`src/rtl/pwm_audio_pkg.sv`:
```
// Shared types and helpers for the PWM volume ramp: FSM states, level width
// and the level-to-fill-count mapping used by the per-channel mapper.
package pwm_audio_pkg;

  typedef enum logic {
    IDLE = 1'b0,
    RAMP = 1'b1
  } state_t;

  function automatic int lvl_width(input int out_w);
    return $clog2(2 * out_w);
  endfunction

  // Number of low bits that carry the PWM bit in the low (hi_sel=0) or high word.
  function automatic int fill_count(input int level, input int out_w, input bit hi_sel);
    int n;
    n = 0;
    if (!hi_sel) begin
      if (level == 0)
        n = 0;
      else if (level + 1 >= out_w)
        n = out_w;
      else
        n = level + 1;
    end else begin
      if (level <= out_w)
        n = 0;
      else
        n = level - out_w + 1;
    end
    return n;
  endfunction

endpackage

```
`src/rtl/pwm_volume_ramp_mapper.sv`:
```
// Combinational mapper: one volume level plus one PWM bit to low/high drive words.
import pwm_audio_pkg::*;

module pwm_level_mapper #(
  parameter int OUT_W = 8,
  parameter int LVL_W = 4
) (
  input  logic [LVL_W-1:0] level,
  input  logic             bit_in,
  output logic [OUT_W-1:0] lo,
  output logic [OUT_W-1:0] hi
);

  int n_lo;
  int n_hi;

  always_comb begin
    n_lo = fill_count(int'(level), OUT_W, 1'b0);
    n_hi = fill_count(int'(level), OUT_W, 1'b1);
    lo   = '0;
    hi   = '0;
    for (int i = 0; i < OUT_W; i++) begin
      lo[i] = bit_in && (i < n_lo);
      hi[i] = bit_in && (i < n_hi);
    end
  end

endmodule

```
`src/rtl/pwm_volume_ramp.sv`:
```
// Shared-volume PWM-to-audio drive with a rate-limited level ramp.
// Optional macro PWM_VOL_MUTE_EN adds a mute input that ramps the level to 0.
import pwm_audio_pkg::*;

module pwm_volume_ramp #(
  parameter int CH       = 2,
  parameter int OUT_W    = 8,
  parameter int RAMP_DIV = 256,
  localparam int LVL_W   = lvl_width(OUT_W)
) (
  input  logic                clk,
  input  logic                rst,
  input  logic [LVL_W-1:0]    vol_target,
  input  logic                vol_load,
  input  logic [CH-1:0]       pwm_in,
`ifdef PWM_VOL_MUTE_EN
  input  logic                mute,
`endif
  output logic [CH*OUT_W-1:0] audio_lo,
  output logic [CH*OUT_W-1:0] audio_hi,
  output logic                ramp_busy,
  output logic [LVL_W-1:0]    vol_cur
);

  localparam int DIV_W = (RAMP_DIV > 1) ? $clog2(RAMP_DIV) : 1;
  localparam logic [DIV_W-1:0] DIV_LAST = DIV_W'(RAMP_DIV - 1);

  state_t              state, state_nxt;
  logic [LVL_W-1:0]    tgt;
  logic [LVL_W-1:0]    cur, cur_nxt;
  logic [DIV_W-1:0]    div, div_nxt;
  logic [LVL_W-1:0]    eff;
  logic [CH*OUT_W-1:0] map_lo, map_hi;
  logic [CH*OUT_W-1:0] lo_p1, hi_p1;

`ifdef PWM_VOL_MUTE_EN
  assign eff = mute ? '0 : tgt;
`else
  assign eff = tgt;
`endif

  always_ff @(posedge clk) begin
    if (rst) begin
      tgt   <= '0;
      cur   <= '0;
      div   <= '0;
      state <= IDLE;
    end else begin
      if (vol_load)
        tgt <= vol_target;
      cur   <= cur_nxt;
      div   <= div_nxt;
      state <= state_nxt;
    end
  end

  // Retargeting never touches div, so a new load lands on the running step grid.
  always_comb begin
    state_nxt = state;
    cur_nxt   = cur;
    div_nxt   = div;
    case (state)
      IDLE: begin
        if (eff != cur) begin
          state_nxt = RAMP;
          div_nxt   = '0;
        end
      end
      RAMP: begin
        if (div == DIV_LAST) begin
          div_nxt = '0;
          if (eff == cur) begin
            state_nxt = IDLE;
          end else begin
            cur_nxt = (eff > cur) ? cur + LVL_W'(1) : cur - LVL_W'(1);
            if ((eff > cur) ? (cur + LVL_W'(1) == eff) : (cur - LVL_W'(1) == eff))
              state_nxt = IDLE;
          end
        end else begin
          div_nxt = div + DIV_W'(1);
        end
      end
    endcase
  end

  assign ramp_busy = (state == RAMP);
  assign vol_cur   = cur;

  for (genvar k = 0; k < CH; k++) begin : g_ch
    pwm_level_mapper #(
      .OUT_W(OUT_W),
      .LVL_W(LVL_W)
    ) u_map (
      .level (cur),
      .bit_in(pwm_in[k]),
      .lo    (map_lo[k*OUT_W +: OUT_W]),
      .hi    (map_hi[k*OUT_W +: OUT_W])
    );
  end

  // Stage p1: mapped words
  always_ff @(posedge clk) begin
    if (rst) begin
      lo_p1 <= '0;
      hi_p1 <= '0;
    end else begin
      lo_p1 <= map_lo;
      hi_p1 <= map_hi;
    end
  end

  // Stage p2: output registers
  always_ff @(posedge clk) begin
    if (rst) begin
      audio_lo <= '0;
      audio_hi <= '0;
    end else begin
      audio_lo <= lo_p1;
      audio_hi <= hi_p1;
    end
  end

endmodule

```
`config.mk`:
```
export PLATFORM = sky130hd
export DESIGN_NAME = pwm_volume_ramp
export DESIGN_NICKNAME = d
export VERILOG_FILES = /design/src/rtl/pwm_audio_pkg.sv /design/src/rtl/pwm_volume_ramp_mapper.sv /design/src/rtl/pwm_volume_ramp.sv
export SDC_FILE = /design/constraint.sdc
export NUM_CORES = 1
export LEC_CHECK = 0
export BUFFER_PORTS_ARGS = -buffer_cell sky130_fd_sc_hd__buf_2
export CELL_PAD_IN_SITES_DETAIL_PLACEMENT = 0
export CELL_PAD_IN_SITES_GLOBAL_PLACEMENT = 1
export CORE_MARGIN = 2
export CORE_UTILIZATION = 43
export CTS_BUF_LIST = sky130_fd_sc_hd__clkbuf_16
export CTS_CLUSTER_DIAMETER = 80
export DETAILED_ROUTE_END_ITERATION = 16
export GPL_ROUTABILITY_DRIVEN = 0
export PLACE_DENSITY_LB_ADDON = 0.1
export SLEW_MARGIN = 10
export SYNTH_ARGS = -nofsm -noshare
export SYNTH_HDL_FRONTEND = slang
export SYNTH_SLANG_ARGS = --single-unit
```
`constraint.sdc`:
```
create_clock -name clk -period 3.6 [get_ports clk]
set_clock_uncertainty 0.1 [all_clocks]
set_input_delay 0.18 -clock clk [delete_from_list [all_inputs] [get_ports clk]]
set_output_delay 0.18 -clock clk [all_outputs]
set_load 0.01 [all_outputs]
```
==> flow_metrics.py, run 1 <==
metrics = {
    "layout": {
        "n_antenna_cell": 0,
        "fin_nets": 371,
        "drive_gt1_share_pct": 20.3,
        "instances_no_fill": 450,
        "multi_input_area_um2": 1280,
        "ff_latch_area_um2": 1620,
        "fin_area_um2": 3650,
        "num-fill-cells": 643,
        "areaGrowthSynthToFinish_pct": 20.9,
    },
    "sta": {
        "min_period_ps": 3170,
        "hold_viol": 0,
        "layout_worst_path_cycle_share_pct": 88.0,
        "relSlewSlack_pct": 57.5,
        "maxSlewViolCount": 0,
        "clock.fmax_mhz": 316,
        "setup_violations": 0,
        "worst_pin_slew_ps": 628,
        "tns_ps": 0,
        "rsz0062_at_grt": "no",
    },
    "place": {
        "place_area_um2": 3310,
        "place_inst": 430,
        "place.port_buffers": 45,
        "hpwl_um": 3660,
    },
    "synthesis": {
        "yosysTopAreaCell": "dfxtp_1",
        "syn-cell-area_um2": 3020,
        "ys_warn_count": 0,
        "synth_area_leaders": "dfxtp_1 (54%), nor2b_1 (7.7%), nor2_1 (5.9%)",
        "synth-seq-area-share_pct": 53.8,
        "synthCells": 301,
        "ys_ff_latch": 81,
        "ys.flop_type": "dfxtp_1",
        "synth-edff-count": 0,
        "synth_top_cell_area_share_pct": 53.8,
        "syn_area_per_cell_um2": 10.0,
        "syn_nets": 323,
        "synth.distinct_cells": 47,
        "async_flop_share_pct": 0,
    },
    "routing": {
        "vias_per_cell": 4.66,
        "drc": 0,
        "first_iter_violations": 71,
        "vias": 2097,
        "drtAntennaViolNets": 0,
        "first_pass_iters": 4,
        "wl_per_cell_um": 11.8,
        "routed_wl_um": 5300,
    },
    "floorplan": {
        "core_um2": 6790,
        "dieHeight_um": 87.7,
        "ios": 46,
        "start_util_pct": 44.4,
        "die_area_um2": 7700,
        "dieWidth_um": 87.7,
        "num_rows": 30,
    },
    "global_route": {
        "grt_pass1_vias": 1972,
        "antenna_found_initial": 0,
        "grt_max_degree": 29,
        "track_usage_pct": 15.5,
        "overflow": 0,
        "grt_pass1_wl_um": 9200,
    },
    "setup_path": {
        "endpoint_kind": "flop",
        "worst_path_max_delay_cell": "dfxtp_1",
        "max_stage_delay_ps": 470,
        "reg2reg_depth": 11,
        "cp_data_arrival_time_ps": 3270,
        "crit_required_ps": 3700,
        "cp-start-kind": "flop",
        "critPathKind": "flop to flop",
        "crit_chain": "inv_1 > ha_1 > and4b_1 > a211oi_2 > or2_2 > ha_1 > a21o_1 > a21oi_1 > xnor3_1 > o21ai_1 > a21oi_1",
        "cp_max_fo": 9,
        "r2r_slack_ps": 430,
    },
    "flow_run": {
        "drv_cap": 0,
    },
    "clock_network": {
        "path_clk_slew_ps": 60,
        "cts_tree": "done",
        "h-tree-depth": 3,
        "cts_setup_buffers": 0,
        "clk_path_buf_depth": 2,
        "numClockSinks": 81,
        "clock_latency_ps": 330,
        "cts_buffers": 9,
        "clock-root-buffer": "clkbuf_16",
    },
    "power": {
        "power.density_nw_per_um2": 516,
        "vdd_drop_max_v": 0.000245,
        "p_leak_uw": 0.00161,
    },
    "status": {
        "outcome": "finished, final reports clean",
    },
    "hold_path": {
        "hold_depth": 3,
        "hp-class": "primary input to flop",
    },
}
## logic make-up after synthesis
| logic type | after synthesis | share of synthesized area (%) |
|---|---|---|
| AOI/OAI and AO/OA | 43 | 9.38 |
| DFF | 81 | 53.8 |
| muxes | 5 | 1.66 |
| xor gates and xnor gates | 8 | 2.78 |
| buffers and inverters | 26 | 3.82 |
| adders and majority gates | 14 | 5.98 |
| and+or+nand+nor | 124 | 22.6 |
## per-stage QoR
| step | util, % | total power, uW | setup slack, ps | hold WS, ps |
|---|---|---|---|---|
| finish | 53.7 | 1880 | 433 | 86.2 |
| CTS | 53.7 | 1910 | 417 | 85.7 |
| floorplan | - | 989 | 598 | 227 |
| detailed placement | 48.7 | 1010 | 454 | 323 |
| global placement | 48.7 | 1010 | 536 | 314 |
| global route | 53.7 | 1960 | 192 | 121 |
## per-layer routing
| layer | part of all wire, % | wire (um) | track usage, % |
|---|---|---|---|
| met2 | 46 | 2430 | 24.8 |
| met1 | 48 | 2550 | 19.4 |
| met3 | 4.5 | 240 | 5.00 |
| met4 | 1.6 | 83 | 6.29 |
| met5 | 0 | 0 | 0 |
## flip-flops by register name, indices dropped and copies added (netlist names)
| signal | cells |
|---|---|
| audio_hi | 16 |
| audio_lo | 16 |
| hi_p1 | 16 |
| lo_p1 | 16 |
| div | 8 |
| eff | 4 |
| vol_cur | 4 |
| ramp_busy | 1 |
## power by group
part,internal (uW),switching [uW],total (uW),leakage (uW)
clock network,536,354,890,0.000143
registers,902,8.23,910,0.000653
logic,36.8,45.0,81.9,0.000816
total,1470,407,1880,0.00161
## final cells by class
class                           instances  share of cell area, %
Sequential cell                        81                   44.5
Multi-Input combinational cell        194                   35.1
Timing Repair Buffer                   52                   7.89
Clock buffer                            9                   6.18
Tap cell                               96                   3.29
Clock inverter                          7                   1.96
Inverter                               11                   1.13
## synthesized netlist by cell type, types with 6 or more instances
| library cell | n |
|---|---|
| inv_1 | 11 |
| nand3_1 | 6 |
| nor2b_1 | 37 |
| nor2_1 | 47 |
| ha_1 | 12 |
| nand2b_1 | 7 |
| a21o_1 | 6 |
| dfxtp_1 | 81 |
| a21oi_1 | 14 |
| clkbuf_1 | 7 |
## cells in the final DEF (no fill, tap or decap), drive strengths merged, types with 3 or more instances in the layout
master,n
dfxtp,81
buf,48
nor2,47
nor2b,37
a21oi,14
inv,13
ha,12
clkbuf,9
nand2b,9
o21ai,7
a21o,6
nand3,6
mux2i,5
nand2,5
xnor2,5
dlygate4sd3,4
nand4,3
a311oi,3
or3,3
and4,3
nor3,3
a211oi,3
## worst max-delay path: cells and delay by family (launching register included)
kind            cells  cell delay (ps)
xor+xnor            1              350
simple gates        2              410
buf+inv             1              210
flops               1              470
compound gates      5              880
fa+ha+maj           2              620
## what timing repair did
action,CTS,global route
endpoints found under the hold margin,4,0
gates resized for setup,0,0
hold buffers,4,0
endpoints found under the setup margin,0,0
## worst paths after layout
kind / from / endpoint
worst max-delay path: vol_cur[3] / ramp_busy
worst max register to register: vol_cur[3] / ramp_busy
worst min register to register: lo_p1[5] / audio_lo[5]
worst min-delay path: vol_load / eff[0]
Note: power is estimated with default switching activity, not from simulation.
==> run 2: changes to the inputs <==
--- a/config.mk
+++ b/config.mk
@@ -5,11 +5,12 @@
 export SDC_FILE = /design/constraint.sdc
 export NUM_CORES = 1
 export LEC_CHECK = 0
+export ABC_AREA = 1
 export BUFFER_PORTS_ARGS = -buffer_cell sky130_fd_sc_hd__buf_2
 export CELL_PAD_IN_SITES_DETAIL_PLACEMENT = 0
 export CELL_PAD_IN_SITES_GLOBAL_PLACEMENT = 1
 export CORE_MARGIN = 2
-export CORE_UTILIZATION = 43
+export CORE_UTILIZATION = 41
 export CTS_BUF_LIST = sky130_fd_sc_hd__clkbuf_16
 export CTS_CLUSTER_DIAMETER = 80
 export DETAILED_ROUTE_END_ITERATION = 16
==> flow_metrics.py, run 2 <==
metrics = {
    "status": {
        "outcome": "finished, final reports clean",
    },
    "setup_path": {
        "rr_startpoint": "vol_cur[3]",
        "endpoint_kind": "flop",
        "cp_data_arrival_time_ps": 2980,
        "cp_max_fo": 8,
        "worst_path_max_delay_cell": "fa_1",
        "r2r_slack_ps": 730,
        "critPathBufInv": 3,
        "critical_path_cell_count": 14,
        "crit_chain": "inv_1 > ha_1 > nand2_1 > inv_1 > nand3_2 > inv_1 > a21oi_1 > fa_1 > a21oi_1 > o21ai_0 > nor3_1 > nand3_1 > nand2_1 > a21oi_1",
        "crit_required_ps": 3700,
        "cp-start-kind": "flop",
        "crit_family": "adder cells",
        "critPathKind": "flop to flop",
        "reg2reg_depth": 14,
        "max_stage_delay_ps": 480,
        "r2r-end": "ramp_busy",
    },
    "routing": {
        "drc": 0,
        "first_pass_iters": 4,
        "vias": 2281,
        "vias_per_cell": 4.37,
        "highest_layer": "met4",
        "wl_met1_um": 2770,
        "drtAntennaViolNets": 0,
        "first_iter_violations": 74,
        "wl_per_cell_um": 10.4,
        "dr_wl_met3_um": 178,
        "dr_wl_met2_um": 2370,
        "routed_wl_um": 5440,
    },
    "place": {
        "place.port_buffers": 45,
        "preCtsSetupSlack_ps": 743,
        "hpwl_um": 3880,
    },
    "clock_network": {
        "clk_path_buf_depth": 2,
        "clock-root-buffer": "clkbuf_16",
        "numClockSinks": 81,
        "clock_latency_ps": 330,
        "path_clk_slew_ps": 60,
        "hold_buffers": 2,
        "post_cts_resized": 0,
        "cts_buffers": 9,
        "cts_tree": "done",
        "h-tree-depth": 3,
        "cts_setup_buffers": 0,
    },
    "synthesis": {
        "synthCells": 367,
        "synth_top_cell_area_share_pct": 54.2,
        "synth-edff-count": 0,
        "ys.flop_type": "dfxtp_1",
        "async_flop_share_pct": 0,
        "syn-cell-area_um2": 2990,
        "synthTopCellsByCount": "nor2_1 (84), dfxtp_1 (81), inv_1 (66), nand2_1 (37), o21ai_0 (19)",
        "yosysTopAreaCell": "dfxtp_1",
        "synth_area_leaders": "dfxtp_1 (54%), nor2_1 (11%), inv_1 (8.3%)",
        "yosysMostFrequentCell": "nor2_1",
        "ys_warn_count": 0,
        "syn_nets": 389,
        "synth-seq-area-share_pct": 54.2,
        "synth.distinct_cells": 29,
        "ys_ff_latch": 81,
        "syn_area_per_cell_um2": 8.15,
    },
    "sta": {
        "rsz0062_at_grt": "no",
        "tns_ps": 0,
        "clock.fmax_mhz": 348,
        "worst_pin_slew_ps": 512,
        "setup_violations": 0,
        "hold_viol": 0,
        "maxSlewViolCount": 0,
        "layout_worst_path_cycle_share_pct": 79.8,
        "layout_setup_ws_ps": 727,
        "relSlewSlack_pct": 65.8,
        "min_period_ps": 2870,
    },
    "floorplan": {
        "ios": 46,
        "num_rows": 31,
        "core_um2": 7180,
        "dieWidth_um": 89.4,
        "die_area_um2": 8000,
        "start_util_pct": 41.7,
        "dieHeight_um": 89.4,
    },
    "layout": {
        "n_antenna_cell": 0,
        "mostFrequentLayoutCell": "nor2_1",
        "drive_gt1_share_pct": 18.0,
        "areaGrowthSynthToFinish_pct": 21.7,
        "layout_common_cells": "nor2_1 (84), dfxtp_1 (81), inv_1 (66)",
        "fin_nets": 440,
    },
    "hold_path": {
        "whs_endpoint": "eff[1]",
        "hp-class": "primary input to flop",
        "min_from": "vol_load",
        "hold_depth": 3,
    },
    "global_route": {
        "grt_max_degree": 43,
        "antenna_found_initial": 0,
        "grt_pass1_wl_um": 9270,
        "grt_pass1_vias": 2030,
        "track_usage_pct": 15.4,
        "overflow": 0,
    },
    "power": {
        "power.density_nw_per_um2": 523,
        "p_total_uw": 1900,
        "p_leak_uw": 0.00164,
        "vdd_drop_max_v": 0.000217,
    },
    "flow_run": {
        "drv_cap": 0,
    },
}
-- run 2: changes by cell type in the layout (fill, tap and decap cells not counted), moves of 6 or more --
cell,previous run,this run
nand2b_1,7,0
nor2b_1,37,0
nand2_1,5,37
inv_1,12,66
o21ai_0,5,19
nor2_1,47,84
a21o_1,6,0
-- run 2: cell families after synthesis --
group | Yosys count | share of synthesized area [%]
xor gates and xnor gates | 3 | 0.878
buffers and inverters | 76 | 9.57
adders and majority gates | 13 | 5.69
AOI/OAI and AO/OA | 44 | 8.19
DFF | 81 | 54.2
and+or+nand+nor | 150 | 21.5
-- run 2: worst max-delay path by stage --
stage,startpoint,to,slack (ps)
5_1_grt,vol_cur[3],ramp_busy,470
6_report,vol_cur[3],ramp_busy,730
3_5_place_dp,vol_cur[3],ramp_busy,740
4_1_cts,vol_cur[3],ramp_busy,750
2_1_floorplan,vol_cur[3],ramp_busy,960
3_3_place_gp,vol_cur[3],ramp_busy,860
-- run 2: metrics by stage --
step	util [%]	instances	hold slack [ps]	instance area, um2
after CTS	50.8	522	8.17	3640
after global placement	46.2	504	296	3320
after floorplan	-	367	210	2990
final	50.8	522	15.2	3640
after detailed placement	46.2	504	295	3320
after global routing	50.8	522	43.4	3640
-- run 2: worst reg2reg max path: stages (launching register included) --
cell	delay, ps
dfxtp_1	440
inv_1	190
ha_1	350
nand2_1	70
inv_1	50
nand3_2	130
inv_1	50
a21oi_1	190
fa_1	480
a21oi_1	150
o21ai_0	110
nor3_1	210
nand3_1	100
nand2_1	70
a21oi_1	60
-- run 2: cell type report --
class | count | area [um2]
Clock buffer | 9 | 225
Clock inverter | 7 | 78.8
Fill cell | 698 | 3530
Inverter | 68 | 255
Multi-Input combinational cell | 210 | 1080
Sequential cell | 81 | 1620
Tap cell | 99 | 124
Timing Repair Buffer | 48 | 253
-- run 2: routing by layer --
metal	vias to the layer above	global-route usage, %
met5	-	0
met4	0	7.73
met3	9	4.16
met2	36	23.2
met1	1001	20.4
li1	1235	-
-- run 2: power by group --
part / switching (uW) / internal (uW) / total [uW] / leakage, uW
Clock: 375 / 544 / 919 / 0.000146
Sequential: 5.82 / 902 / 908 / 0.000654
Combinational: 51.4 / 25.0 / 76.5 / 0.000842
Total: 433 / 1470 / 1900 / 0.00164
